**src/rtl/bus_snoop_capture.sv**
```systemverilog
// bus_snoop_capture: snoops the 68000 bus, captures one complete bus cycle
// (address, data, function code, strobes, bus error) and publishes it as three
// 32-bit words for the hex debug overlay. Publication is rate-limited by a
// holdoff counter so the displayed values stay readable.
//
// Optional feature macro: DBG_BREAK_EN
//   defined   : address breakpoint; a matching cycle is always published and
//               raises halt, which blocks further publication until resume.
//   undefined : halt is tied low; brk_addr/brk_ena/resume are ignored.
module bus_snoop_capture #(
  parameter int HOLD_CYCLES = 3200000,
  parameter int CNT_W       = 22
) (
  input  logic        clk,
  input  logic        reset,
  input  logic        clken,
  input  logic [22:0] cpu_addr,
  input  logic [15:0] cpu_din,
  input  logic [15:0] cpu_dout,
  input  logic        cpu_as_n,
  input  logic        cpu_uds_n,
  input  logic        cpu_lds_n,
  input  logic        cpu_rw,
  input  logic [2:0]  cpu_fc,
  input  logic        dtack_n,
  input  logic        berr_n,
  input  logic        freeze,
  input  logic [23:0] brk_addr,
  input  logic        brk_ena,
  input  logic        resume,
  output logic [31:0] val_a,
  output logic [31:0] val_d,
  output logic [31:0] val_s,
  output logic        halt
);

  localparam logic [CNT_W-1:0] HOLD_RELOAD = CNT_W'(HOLD_CYCLES - 1);

  typedef enum logic [1:0] {
    S_IDLE = 2'd0,
    S_WAIT = 2'd1,
    S_END  = 2'd2
  } state_t;

  state_t            r_state;
  state_t            w_state_next;
  logic              w_cap_addr;
  logic              w_cap_data;
  logic              w_done_set;

  // Shadow copy of the bus cycle in flight
  logic [22:0]       r_sh_addr;
  logic [2:0]        r_sh_fc;
  logic              r_sh_rw;
  logic              r_sh_uds_n;
  logic              r_sh_lds_n;
  logic [15:0]       r_sh_data;
  logic              r_sh_berr;

  logic              r_done;
  logic [CNT_W-1:0]  r_holdoff;
  logic              w_hold_zero;
  logic              w_pub;
  logic              w_hold_clr;
  logic              r_seq;
  logic [31:0]       r_val_a;
  logic [31:0]       r_val_d;
  logic [31:0]       r_val_s;

  // Capture FSM state register
  always_ff @(posedge clk) begin
    if (reset) r_state <= S_IDLE;
    else       r_state <= w_state_next;
  end

  // Capture FSM next state and capture strobes; moves only on bus-phase enable
  always_comb begin
    w_state_next = r_state;
    w_cap_addr   = 1'b0;
    w_cap_data   = 1'b0;
    w_done_set   = 1'b0;
    case (r_state)
      S_IDLE: begin
        if (clken && !cpu_as_n) begin
          w_state_next = S_WAIT;
          w_cap_addr   = 1'b1;
        end
      end
      S_WAIT: begin
        if (clken) begin
          if (!dtack_n || !berr_n) begin
            w_state_next = S_END;
            w_cap_data   = 1'b1;
          end else if (cpu_as_n) begin
            // aborted cycle: shadow content is simply never published
            w_state_next = S_IDLE;
          end
        end
      end
      S_END: begin
        if (clken && cpu_as_n) begin
          w_state_next = S_IDLE;
          w_done_set   = 1'b1;
        end
      end
      default: w_state_next = S_IDLE;
    endcase
  end

  // Shadow registers: address phase at WAIT entry, data phase at END entry
  always_ff @(posedge clk) begin
    if (reset) begin
      r_sh_addr  <= '0;
      r_sh_fc    <= '0;
      r_sh_rw    <= 1'b0;
      r_sh_uds_n <= 1'b0;
      r_sh_lds_n <= 1'b0;
      r_sh_data  <= '0;
      r_sh_berr  <= 1'b0;
    end else begin
      if (w_cap_addr) begin
        r_sh_addr  <= cpu_addr;
        r_sh_fc    <= cpu_fc;
        r_sh_rw    <= cpu_rw;
        r_sh_uds_n <= cpu_uds_n;
        r_sh_lds_n <= cpu_lds_n;
      end
      if (w_cap_data) begin
        r_sh_data <= r_sh_rw ? cpu_din : cpu_dout;
        r_sh_berr <= ~berr_n;
      end
    end
  end

  // One-clock completion pulse following the END->IDLE transition
  always_ff @(posedge clk) begin
    if (reset) r_done <= 1'b0;
    else       r_done <= w_done_set;
  end

  assign w_hold_zero = (r_holdoff == '0);

`ifdef DBG_BREAK_EN
  logic r_match;
  logic r_halt;
  logic w_pub_brk;
  logic w_unused;

  assign w_unused   = brk_addr[0];
  // A breakpoint hit wins over holdoff and freeze; resume in the same clock
  // as a new hit lets that hit through and keeps halt asserted.
  assign w_pub_brk  = r_done & r_match & (~r_halt | resume);
  assign w_pub      = w_pub_brk | (r_done & w_hold_zero & ~freeze & ~r_halt);
  assign w_hold_clr = resume;
  assign halt       = r_halt;

  // Breakpoint compare on the word address, evaluated at WAIT entry
  always_ff @(posedge clk) begin
    if (reset)           r_match <= 1'b0;
    else if (w_cap_addr) r_match <= brk_ena && (cpu_addr == brk_addr[23:1]);
  end

  // Halt request: set by a published breakpoint hit, cleared by resume
  always_ff @(posedge clk) begin
    if (reset)          r_halt <= 1'b0;
    else if (w_pub_brk) r_halt <= 1'b1;
    else if (resume)    r_halt <= 1'b0;
  end
`else
  logic w_unused;

  assign w_unused   = ^{brk_addr, brk_ena, resume};
  assign w_pub      = r_done & w_hold_zero & ~freeze;
  assign w_hold_clr = 1'b0;
  assign halt       = 1'b0;
`endif

  // Holdoff counter: reload on publish, otherwise count down to zero every clk
  always_ff @(posedge clk) begin
    if (reset)             r_holdoff <= '0;
    else if (w_pub)        r_holdoff <= HOLD_RELOAD;
    else if (w_hold_clr)   r_holdoff <= '0;
    else if (!w_hold_zero) r_holdoff <= r_holdoff - 1'b1;
  end

  // Published words; only a publish or reset changes them
  always_ff @(posedge clk) begin
    if (reset) begin
      r_seq   <= 1'b0;
      r_val_a <= '0;
      r_val_d <= '0;
      r_val_s <= '0;
    end else if (w_pub) begin
      r_seq   <= ~r_seq;
      r_val_a <= {8'h00, r_sh_addr, 1'b0};
      r_val_d <= {16'h0000, r_sh_data};
      r_val_s <= {24'h000000, r_sh_fc, r_sh_rw, ~r_sh_uds_n, ~r_sh_lds_n,
                  r_sh_berr, ~r_seq};
    end
  end

  assign val_a = r_val_a;
  assign val_d = r_val_d;
  assign val_s = r_val_s;

endmodule

```
**config.mk**
```make
export PLATFORM = sky130hd
export DESIGN_NAME = bus_snoop_capture
export DESIGN_NICKNAME = d
export VERILOG_FILES = /design/src/rtl/bus_snoop_capture.sv
export SDC_FILE = /design/constraint.sdc
export NUM_CORES = 1
export LEC_CHECK = 0
export ABC_AREA = 1
export BUFFER_PORTS_ARGS = -buffer_cell sky130_fd_sc_hd__buf_2
export CAP_MARGIN = 20
export CORE_AREA = 3 3 128 130
export CTS_CLUSTER_DIAMETER = 60
export DETAILED_ROUTE_END_ITERATION = 12
export DIE_AREA = 0 0 131 133
export PLACE_DENSITY_LB_ADDON = 0.08
export RECOVER_POWER = 25
export SYNTH_ARGS = -nofsm -noshare
export SYNTH_HDL_FRONTEND = slang
export SYNTH_SLANG_ARGS = --single-unit
```
**constraint.sdc**
```tcl
create_clock -name clk -period 1.6 [get_ports clk]
set_clock_uncertainty 0.15 [all_clocks]
set_input_delay 0.24 -clock clk [delete_from_list [all_inputs] [get_ports clk]]
set_output_delay 0.24 -clock clk [all_outputs]
set_load 0.05 [all_outputs]
```
==> results.toml <==
[placed_design]
place_inst = 1055
routabilityCongestion = 0.825
hpwl_um = 9130
port-buffer-count = 114

[critical_path]
timing.critical_path.fanout_max = 7
reg2regPathDepth = 10
path_buf_inv = 3
cp-start-kind = "flip-flop"
cp-end-kind = "flip-flop"
worstReg2RegStart = "r_holdoff[0]$_SDFFE_PP0P_"
timing.reg2reg.setup_slack_ns = -0.07
worst-setup-path-type = "reg2reg"
cpMaxStageDelayCell = "sky130_fd_sc_hd__dfxtp_2"
worstReg2RegEnd = "val_d[12]$_SDFFE_PP0P_"
cp_cell_sequence = "inv_4 -> ha_4 -> nand3_4 -> nor2_4 -> nand3_4 -> nor2_4 -> buf_12 -> clkbuf_16 -> o21ai_0 -> nor2_1"
worst_ep_arrival_time_ns = 1.87
crit_path_max_incr_delay_ns = 0.33
path_delay_family = "simple AND/OR/NAND/NOR gates"
worst-endpoint-required_ns = 1.80

[sta]
setup-violations-final = 59
final.period_utilization = 1.04
setup_slack_ns = -0.0708
max_slew_violation_count = 0
grt_setup_unrepaired = "yes"
period_minus_slack_ns = 1.67
timing_hold_violations_final = 0
fin_worst_hold_slack_ns = 0.0534
timing.fmax_ghz = 0.599

[die]
core_mm2 = 0.0153
fp-row-count = 45
die_area_mm2 = 0.0174
fp.dieH_um = 133
start_util = 0.350
die_width_um = 131
design.portCount = 191

[clock_network]
tritoncts.num_buffers = 17
clkLatencyLatePin_ns = 0.42
clockRootBuffer = "sky130_fd_sc_hd__clkbuf_16"
max_clock_buf_depth = 2
cts_max_level = 4
cts_num_sinks = 118
cts_tree = "done"
clk_pin_slew_ns = 0.06

[power]
leakage_uw = 0.00376
share_comb_of_total_power = 0.398
powerDensity_mw_per_mm2 = 1620
power.internal_uw = 8020
p_clk_frac = 0.316
post_layout_power_uw = 12400
net-switching-power_uw = 4350
seq_power_share = 0.286
max-vdd-ir-drop_uv = 981
switching_share = 0.352

[yosys]
netlist_area_mm2 = 0.00534
yosys_warnings = 0
synthesis.instances = 724
post-synth-top-area-cell = "sky130_fd_sc_hd__dfxtp_1"
avg_synthesized_cell_area_um2 = 7.38
post_synth_main_area_contributors = "sky130_fd_sc_hd__dfxtp_1, sky130_fd_sc_hd__nor2_1, sky130_fd_sc_hd__buf_4"
yosysTopAreaCellShare = 0.442
synth_seq_area_share = 0.442
synth-seq-cells = 118
yosysUniqueCellTypes = 28

[job]
maxCapViolations = 0

[min_path]
holdCritPathClass = "in2reg"
holdPathStages = 5
min_delay_worst_endpoint = "r_sh_data[2]$_SDFFE_PP0P_"
min-delay-start = "cpu_dout[2]"

[layout]
count_of_nets_after_finishing = 1022
fin_util = 0.501
fin_cells = 1150
final_cell_mix = "sky130_fd_sc_hd__nor2_1, sky130_fd_sc_hd__dfxtp_1, sky130_fd_sc_hd__buf_2"
drive_gt1_frac = 0.300
num-fill-cells = 1500
syn_to_final_growth_pct = 43.1
most_common_library_cell_in_the_layout_ignoring_fill_and_taps = "sky130_fd_sc_hd__nor2_1"
insertedDiodeCount = 0

[detailed_routing]
wl_met1_um = 6660
post_drt_wl_per_cell_um = 12.6
drt_drc_violations_left = 0
detailroute.via_count = 5051
ant_nets = 0
drt_wl_total_um = 14500
top_layer = "met4"
met2_length_um = 6870
drt_pass1_iterations = 4
routed-wl-met3_um = 812
first_iter_violations = 269
number_of_vias_per_cell = 4.39

[global_route]
vias_in_the_first_global_route = 4536
global_route.usage.total = 0.158
grt_first_pass_wirelength_um = 21800
grt_start_max_net_pins = 46
grt_antenna_before_repair = 0
globalRouteOverflowTotal = 0

[outcome]
violations = "negative setup slack"
status = "finished, violations left"
==> metrics by stage <==
stage / setup slack, ns / cell area (um^2) / setup TNS [ns]
CTS: -0.0599 / 7320 / -1.65
floorplan: -0.000586 / 5550 / -0.00351
global placement: -0.0562 / 6200 / -2.04
detailed placement: -0.0749 / 6200 / -2.61
finish: -0.0708 / 7640 / -1.75
global route: -0.175 / 7640 / -7.88
==> worst register-to-register path: stages, from the launching register on <==
cell and delay, ns:
sky130_fd_sc_hd__dfxtp_2 0.33, sky130_fd_sc_hd__inv_4 0.07, sky130_fd_sc_hd__ha_4 0.15, sky130_fd_sc_hd__nand3_4 0.08, sky130_fd_sc_hd__nor2_4 0.10, sky130_fd_sc_hd__nand3_4 0.10, sky130_fd_sc_hd__nor2_4 0.14, sky130_fd_sc_hd__buf_12 0.15
sky130_fd_sc_hd__clkbuf_16 0.16, sky130_fd_sc_hd__o21ai_0 0.07, sky130_fd_sc_hd__nor2_1 0.11
==> synthesized netlist by cell type <==
cell type,number
sky130_fd_sc_hd__o21ai_0,63
sky130_fd_sc_hd__buf_2,8
sky130_fd_sc_hd__nor2_2,25
sky130_fd_sc_hd__nor3_1,1
sky130_fd_sc_hd__buf_6,4
sky130_fd_sc_hd__o21ai_2,2
sky130_fd_sc_hd__inv_1,43
sky130_fd_sc_hd__nand3_4,1
sky130_fd_sc_hd__xnor2_1,6
sky130_fd_sc_hd__a21oi_1,50
sky130_fd_sc_hd__conb_1,1
sky130_fd_sc_hd__nand3_2,1
sky130_fd_sc_hd__nand3b_4,1
sky130_fd_sc_hd__or2_2,7
sky130_fd_sc_hd__nor4_1,1
sky130_fd_sc_hd__inv_2,1
sky130_fd_sc_hd__buf_12,3
sky130_fd_sc_hd__nand2_1,62
sky130_fd_sc_hd__clkbuf_1,23
sky130_fd_sc_hd__ha_1,2
sky130_fd_sc_hd__nand4_1,4
sky130_fd_sc_hd__nand2_2,3
sky130_fd_sc_hd__nor2_4,3
sky130_fd_sc_hd__buf_4,51
sky130_fd_sc_hd__o21ai_1,28
sky130_fd_sc_hd__nor2_1,189
sky130_fd_sc_hd__dfxtp_1,118
sky130_fd_sc_hd__nand3_1,23
==> kinds of logic after synthesis <==
logic type | share of synthesized area
and+or+nand+nor | 0.261
xor gates and xnor gates | 0.00984
adders and majority gates | 0.00469
buffers and inverters | 0.146
AOI/OAI and AO/OA | 0.135
DFF | 0.442
other | 0.000702
==> how the worst max path moves through the flow <==
stage	start	to	slack, ns	cells after the start
4_1_cts	r_holdoff[1]$_SDFFE_PP0P_	val_s[0]$_SDFFE_PP0P_	-0.06	10
6_report	r_holdoff[0]$_SDFFE_PP0P_	val_d[12]$_SDFFE_PP0P_	-0.07	10
3_3_place_gp	r_holdoff[10]$_SDFFE_PP0P_	val_s[2]$_SDFFE_PP0P_	-0.06	9
3_5_place_dp	r_holdoff[10]$_SDFFE_PP0P_	r_holdoff[11]$_SDFFE_PP0P_	-0.07	8
2_1_floorplan	r_holdoff[0]$_SDFFE_PP0P_	val_s[5]$_SDFFE_PP0P_	-0.0006	11
5_1_grt	r_holdoff[0]$_SDFFE_PP0P_	r_holdoff[20]$_SDFFE_PP0P_	-0.18	8
==> state kept, by name, summed over array words and instances (netlist names) <==
register and count:
r_done 1, r_holdoff 22, r_sh_addr 23, r_sh_berr 1, r_sh_data 16, r_sh_fc 3
r_sh_lds_n 1, r_sh_rw 1, r_sh_uds_n 1, r_state 2, val_a 23, val_d 16
val_s 8
==> cell type report <==
cell class              count  area (um^2)  area share
clock inverters            12          149      0.0195
inverters                  44          168      0.0219
flip-flops and latches    118         2370       0.310
multi-input cells         523         2530       0.331
well taps                 211          264      0.0346
repair buffers            222         1700       0.223
clock buffers              20          457      0.0598
==> metal layers <==
metal,GRT usage,up-vias
met5,0,-
li1,-,2608
met2,0.243,132
met4,0.0549,0
met1,0.207,2296
met3,0.0529,15
==> repair_timing <==
action	CTS	global route
pin swaps	1	12
gates cloned	0	6
setup buffers	1	7
endpoints found under the setup margin	54	70
resized for setup	7	40
hold buffers	49	0
hold endpoints to repair	50	0
==> power by group through the flow <==
stage               Sequential [uW]  Clock (uW)  Combinational, uW
finish                         3540        3910               4920
floorplan                      3580           0               2910
global placement               3540           0               4270
detailed placement             3550           0               4310
CTS                            3510        3970               4500
global route                   3580        4140               5510
Note: power is estimated with default switching activity, not from simulation.
